==> config.mk <==
export PLATFORM = sky130hd
export DESIGN_NAME = lsu
export DESIGN_NICKNAME = d
export VERILOG_FILES = /design/src/rtl/riscv_pkg.sv /design/src/rtl/lsu_align.sv /design/src/rtl/lsu.sv
export SDC_FILE = /design/constraint.sdc
export NUM_CORES = 1
export LEC_CHECK = 0
export BUFFER_PORTS_ARGS = -buffer_cell sky130_fd_sc_hd__buf_2
export CAP_MARGIN = 20
export CORE_ASPECT_RATIO = 2
export CORE_MARGIN = 1.5
export CORE_UTILIZATION = 53
export DETAILED_ROUTE_END_ITERATION = 10
export PLACE_DENSITY = 0.84
export SYNTH_ARGS = -nofsm -noshare
export SYNTH_HDL_FRONTEND = slang
export SYNTH_SLANG_ARGS = --single-unit
==> constraint.sdc <==
create_clock -name clk -period 7.41 [get_ports clk]
set_input_delay 0.741 -clock clk [delete_from_list [all_inputs] [get_ports clk]]
set_output_delay 0.741 -clock clk [all_outputs]
set_load 0.005 [all_outputs]
==> src/rtl/riscv_pkg.sv <==
// Shared RV32I definitions used by the load/store unit.
// Contents: funct3 codes, LSU state encoding, op legality helpers.
package riscv_pkg;

    typedef enum logic [2:0] {
        LB  = 3'b000,
        LH  = 3'b001,
        LW  = 3'b010,
        LBU = 3'b100,
        LHU = 3'b101
    } mem_funct3_e;

    // Store codes share encodings with the signed loads.
    localparam logic [2:0] SB = 3'b000;
    localparam logic [2:0] SH = 3'b001;
    localparam logic [2:0] SW = 3'b010;

    typedef enum logic [1:0] {
        IDLE,
        REQ,
        WAIT,
        RESP
    } lsu_state_e;

    function automatic logic f3_legal(
        input logic       we,
        input logic [2:0] f3
    );
        logic ok;
        if (we)
            ok = !f3[2] && (f3[1:0] != 2'b11);
        else
            ok = (f3[1:0] != 2'b11) &&
                 !(f3[2] && f3[1]);
        return ok;
    endfunction

    // Size is in funct3[1:0]: 00 byte, 01 half, 10 word.
    function automatic logic f3_misalign(
        input logic [2:0] f3,
        input logic [1:0] k
    );
        logic bad;
        case (f3[1:0])
            2'b01:   bad = k[0];
            2'b10:   bad = (k != 2'b00);
            default: bad = 1'b0;
        endcase
        return bad;
    endfunction

endpackage

==> src/rtl/lsu_align.sv <==
// Combinational lane logic: store byte enables / data steering
// and load lane extraction with sign or zero extension.
// Ports: funct3, k (addr[1:0]), wdata, rdata -> be, lane_wdata, load_data.
module lsu_align
    import riscv_pkg::*;
(
    input  logic [2:0]  funct3,
    input  logic [1:0]  k,
    input  logic [31:0] wdata,
    input  logic [31:0] rdata,
    output logic [3:0]  be,
    output logic [31:0] lane_wdata,
    output logic [31:0] load_data
);

    logic [31:0] sh;
    logic        uns;

    always_comb begin
        be         = 4'b0000;
        lane_wdata = 32'h0;
        load_data  = 32'h0;
        uns        = funct3[2];
        // Bring the addressed lane down to bits [15:0].
        sh         = rdata >> {k, 3'b000};
        case (funct3[1:0])
            2'b00: begin
                be         = 4'b0001 << k;
                lane_wdata = {4{wdata[7:0]}};
                load_data  = uns ?
                    {24'h0, sh[7:0]} :
                    {{24{sh[7]}}, sh[7:0]};
            end
            2'b01: begin
                be         = 4'b0011 << k;
                lane_wdata = {2{wdata[15:0]}};
                load_data  = uns ?
                    {16'h0, sh[15:0]} :
                    {{16{sh[15]}}, sh[15:0]};
            end
            2'b10: begin
                be         = 4'b1111;
                lane_wdata = wdata;
                load_data  = rdata;
            end
            default: begin
                be         = 4'b0000;
                lane_wdata = 32'h0;
                load_data  = 32'h0;
            end
        endcase
    end

endmodule

==> src/rtl/lsu.sv <==
// RV32I load/store unit, initiator side of the data-memory bus.
// One outstanding access; req_ready is high only in IDLE.
// Ports: clk, rst; req_* from EX; resp_* completion pulse;
// mem_* request/grant/read-data to data memory.
// Option: define LSU_TIMEOUT_EN to bound WAIT by TIMEOUT_CYCLES.
module lsu
    import riscv_pkg::*;
#(
    parameter int TIMEOUT_CYCLES = 16
)(
    input  logic        clk,
    input  logic        rst,
    input  logic        req_valid,
    output logic        req_ready,
    input  logic        req_we,
    input  logic [2:0]  req_funct3,
    input  logic [31:0] req_addr,
    input  logic [31:0] req_wdata,
    output logic        resp_valid,
    output logic [31:0] resp_data,
    output logic        resp_err,
    output logic        resp_misalign,
    output logic        mem_req,
    input  logic        mem_gnt,
    output logic        mem_we,
    output logic [31:0] mem_addr,
    output logic [3:0]  mem_be,
    output logic [31:0] mem_wdata,
    input  logic        mem_rvalid,
    input  logic [31:0] mem_rdata
);

    lsu_state_e  state;
    logic        op_we;
    logic [2:0]  op_f3;
    logic [1:0]  op_k;

    logic [2:0]  al_f3;
    logic [1:0]  al_k;
    logic [3:0]  al_be;
    logic [31:0] al_wdata;
    logic [31:0] al_load;

    logic        acc;
    logic        legal;
    logic        misal;

`ifdef LSU_TIMEOUT_EN
    localparam logic [7:0] TMO_LAST =
        8'(TIMEOUT_CYCLES - 1);
    logic [7:0]  cnt;
`endif

    // In IDLE the aligner sees the incoming op (store
    // steering); afterwards it sees the latched op (load
    // extraction in WAIT).
    assign al_f3 = (state == IDLE) ? req_funct3 : op_f3;
    assign al_k  = (state == IDLE) ? req_addr[1:0] : op_k;

    assign acc   = req_valid && req_ready;
    assign legal = f3_legal(req_we, req_funct3);
    assign misal = f3_misalign(req_funct3, req_addr[1:0]);

    lsu_align u_align (
        .funct3     (al_f3),
        .k          (al_k),
        .wdata      (req_wdata),
        .rdata      (mem_rdata),
        .be         (al_be),
        .lane_wdata (al_wdata),
        .load_data  (al_load)
    );

    always_ff @(posedge clk or posedge rst) begin
        if (rst) begin
            state         <= IDLE;
            req_ready     <= 1'b1;
            resp_valid    <= 1'b0;
            resp_data     <= 32'h0;
            resp_err      <= 1'b0;
            resp_misalign <= 1'b0;
            mem_req       <= 1'b0;
            mem_we        <= 1'b0;
            mem_addr      <= 32'h0;
            mem_be        <= 4'b0000;
            mem_wdata     <= 32'h0;
            op_we         <= 1'b0;
            op_f3         <= 3'b000;
            op_k          <= 2'b00;
`ifdef LSU_TIMEOUT_EN
            cnt           <= 8'h0;
`endif
        end else begin
            // resp_* are single-cycle unless set below.
            resp_valid    <= 1'b0;
            resp_data     <= 32'h0;
            resp_err      <= 1'b0;
            resp_misalign <= 1'b0;
            case (state)
                IDLE: begin
                    if (acc) begin
                        req_ready <= 1'b0;
                        op_we     <= req_we;
                        op_f3     <= req_funct3;
                        op_k      <= req_addr[1:0];
                        if (!legal) begin
                            state      <= RESP;
                            resp_valid <= 1'b1;
                            resp_err   <= 1'b1;
                        end else if (misal) begin
                            state         <= RESP;
                            resp_valid    <= 1'b1;
                            resp_err      <= 1'b1;
                            resp_misalign <= 1'b1;
                        end else begin
                            state     <= REQ;
                            mem_req   <= 1'b1;
                            mem_we    <= req_we;
                            mem_addr  <= {req_addr[31:2],
                                          2'b00};
                            mem_be    <= al_be;
                            mem_wdata <= req_we ?
                                         al_wdata : 32'h0;
                        end
                    end
                end
                REQ: begin
                    if (mem_gnt) begin
                        mem_req   <= 1'b0;
                        mem_we    <= 1'b0;
                        mem_addr  <= 32'h0;
                        mem_be    <= 4'b0000;
                        mem_wdata <= 32'h0;
                        if (op_we) begin
                            state      <= RESP;
                            resp_valid <= 1'b1;
                        end else begin
                            state <= WAIT;
`ifdef LSU_TIMEOUT_EN
                            cnt   <= 8'h0;
`endif
                        end
                    end
                end
                WAIT: begin
                    if (mem_rvalid) begin
                        state      <= RESP;
                        resp_valid <= 1'b1;
                        resp_data  <= al_load;
                    end
`ifdef LSU_TIMEOUT_EN
                    else if (cnt == TMO_LAST) begin
                        state      <= RESP;
                        resp_valid <= 1'b1;
                        resp_err   <= 1'b1;
                    end else begin
                        cnt <= cnt + 8'h1;
                    end
`endif
                end
                RESP: begin
                    state     <= IDLE;
                    req_ready <= 1'b1;
                end
                default: begin
                    state     <= IDLE;
                    req_ready <= 1'b1;
                end
            endcase
        end
    end

endmodule

==> flow_metrics.env <==
export IMPL_powerDensity_nw_per_um2=368
export IMPL_max_cap_viol_count=0
export IMPL_pwr_share_clk_pct=19.1
export IMPL_yosys_area_top_type="dfrtp_1"
export IMPL_io_pins=211
export IMPL_power_leakage_nw=3.54
export IMPL_r2r_setup_slack_ns=4.26
export IMPL_utilization_pct=68.1
export IMPL_syn_to_final_growth_pct=24.6
export IMPL_firstDrtPassIters=5
export IMPL_rsz0062_at_grt="false"
export IMPL_dieArea_um2=10700
export IMPL_antenna_cells=0
export IMPL_syn_avg_cell_area_um2=11.4
export IMPL_synth_ff_type="dfrtp_1"
export IMPL_place_congestion=0.955
export IMPL_clock_latency_ns=0.35
export IMPL_clkSinkCount=112
export IMPL_clk_transition_reported_paths_ns=0.07
export IMPL_skew_ns=0.0127
export IMPL_antenna_found_initial=0
export IMPL_end_kind="flop"
export IMPL_r2r_cells=7
export IMPL_path_cells="inv_1 > ha_1 > nand3_1 > nor3_2 > nand4b_1 > nor2_2 > a22o_1"
export IMPL_worstPathMaxFanout=20
export IMPL_fmax_mhz=317
export IMPL_gr_total_overflow=0
export IMPL_finalCritPeriodShare_pct=42.6
export IMPL_cts_max_level=3
export IMPL_drt_first_iter_violations=433
export IMPL_avgViaCountPerCell=5.90
export IMPL_clockBufferDepth=2
export IMPL_critPathMaxStageDelay_ns=0.76
export IMPL_finalCriticalPeriod_ns=3.15
export IMPL_synth_edf_count=0
export IMPL_criticalPathCategory="reg -> reg"
export IMPL_slew_headroom_pct=27.5
export IMPL_final_antenna_net_count=0
export IMPL_timing_setup_tns_ns=0
export IMPL_yosysWarnings=0
export IMPL_cts_hold_buffers=0
export IMPL_critical_path_slowest_cell="nor2_2"
export IMPL_syn_area_um2=5340
export IMPL_ys_ff_latch=112
export IMPL_drive_gt1_share_pct=39.6
export IMPL_ys_seq_area_share_pct=52.6
export IMPL_grt_pass1_vias=4544
export IMPL_pwr_share_comb_pct=45.7
export IMPL_ctsResizeCount=0
export IMPL_dieWidth_um=73.9
export IMPL_wl_per_cell_um=19.0
export IMPL_final_cell_mix="208 x buf_2, 111 x dfrtp_1, 52 x a22o_1"
export IMPL_grtUsageTotal_pct=27.2
export IMPL_final_nets=768
export IMPL_post_place_ws_ns=3.96
export IMPL_cts_tree="built"
export IMPL_ys_types=56
export IMPL_drt_wl_total_mm=15.1
export IMPL_drc=0
export IMPL_grt_max_degree=93
export IMPL_internal_power_w=0.00146
export IMPL_setup_ws_ns=4.26
export IMPL_required_ns=7.69
export IMPL_min_path_type="in -> async"
export IMPL_ir_drop_mv=0.379
export IMPL_switching_share_pct=40.5
export IMPL_root_buffer="clkbuf_16"
export IMPL_hold_violations=0
export IMPL_yosys_area_top_type_share_pct=52.1
export IMPL_grt_first_pass_wirelength_mm=22.2
export IMPL_vias=4678
export IMPL_placed_cells=775
export IMPL_pwr_share_seq_pct=35.2
export IMPL_start_util_pct=54.6
export IMPL_p_sw_w=0.000990
export IMPL_synth_cells=467
export IMPL_worst_pin_slew_ns=1.09
export IMPL_fp_coreArea_um2=9760
export IMPL_cts_buffers=9
export IMPL_fin_hold_ws_ns=0.333
export IMPL_cts_setup_buffers=0
export IMPL_portBuffers=208
export IMPL_fin_cells=793
export IMPL_rows=51
export IMPL_rr_endpoint="mem_wdata[28]"
export IMPL_start_kind="flop"
export IMPL_fp_dieH_um=145
export IMPL_layout_commonest_cell="buf_2"
export IMPL_setup_violations=0
export IMPL_async_flop_share_pct=100
export IMPL_dp_hpwl_mm=11.1
export IMPL_r2r_start="state[0]"
export IMPL_status="complete, no violations"
export IMPL_final_max_slew_viol_count=0
export IMPL_arrival_ns=3.44
export IMPL_synth_area_top_cells="dfrtp_1 52%, a22o_1 8.5%, o2bb2ai_1 3.4%"
## cells by family (layout without fill, tap and decap cells)
family / Yosys count / after routing / synth area share, %
buffers and inverters: 49 / 242 / 6.03
multiplexers: 17 / 17 / 3.96
AND/OR/NAND/NOR: 92 / 92 / 8.02
XOR/XNOR: 2 / 2 / 0.328
other: 1 / 2 / 0.0703
AO/OA/AOI/OAI: 187 / 187 / 27.4
adder cells (fa/ha/maj): 7 / 7 / 1.64
flip-flops: 112 / 112 / 52.6
## per-stage QoR
| step | power (W) | area [µm²] |
|---|---|---|
| after floorplan | 0.00169 | 5340 |
| after global routing | 0.00260 | 6650 |
| after global placement | 0.00191 | 6290 |
| final | 0.00245 | 6650 |
| after detailed placement | 0.00196 | 6310 |
| after CTS | 0.00243 | 6600 |
## state kept, by name (all words and copies together) (netlist names)
name and cells:
mem_be 4, mem_we 1, resp_misalign 1, mem_addr 30
op_f3 3, resp_valid 1, state 2, mem_req 1
op_k 2, op_we 1, resp_err 1, req_ready 1
resp_data 32, mem_wdata 32
## per-layer routing
layer / track usage, % / vias to the layer above / routed length (µm)
met1: 31.4 / 2312 / 5470
met3: 3.74 / 48 / 818
met4: 15.7 / 0 / 648
li1: - / 2100 / -
met5: 0 / - / 0
met2: 46.8 / 218 / 8150
## how the worst max path moves through the flow
stage | start | to | depth (start not counted)
3_3_place_gp | req_funct3[0] | mem_wdata[24] | 8
2_1_floorplan | rst | mem_addr[10] | 1
5_1_grt | state[0] | mem_wdata[28] | 7
4_1_cts | state[0] | mem_wdata[25] | 7
6_report | state[0] | mem_wdata[28] | 7
3_5_place_dp | req_funct3[0] | mem_wdata[25] | 8
## cells in the mapped netlist, drive strengths merged (3+ instances only)
library cell / count
a22o: 52
o2bb2ai: 21
dfrtp: 111
buf: 31
nand3: 3
nand2b: 4
nor3: 5
o21ai: 17
mux2i: 14
a21oi: 34
nand2: 48
or2: 3
a22oi: 20
a21boi: 5
nor2: 20
a21o: 5
ha: 7
a31oi: 10
a2bb2oi: 7
clkbuf: 5
mux2: 3
inv: 13
o21bai: 3
## worst max-delay path, delay by kind of cell (launching register included)
family	cells	cell delay, ns
buf+inv	1	0.13
simple gates	4	2.13
fa+ha+maj	1	0.19
flops	1	0.41
compound gates	1	0.23
## power by group through the flow
stage               logic, W  clock network (W)  registers, W
global placement     0.00105                  0      0.000864
floorplan           0.000833                  0      0.000859
CTS                  0.00110           0.000475      0.000859
global route         0.00122           0.000501      0.000878
detailed placement   0.00109                  0      0.000868
finish               0.00112           0.000468      0.000861
## layout make-up
class	instances	area (µm²)
multi-input cells	307	2220
repair buffers	213	1120
fillers	747	3110
clock inverters	6	65.1
inverters	13	51.3
clock buffers	10	229
well taps	132	165
flip-flops and latches	112	2800
Note: power is estimated with default switching activity, not from simulation.
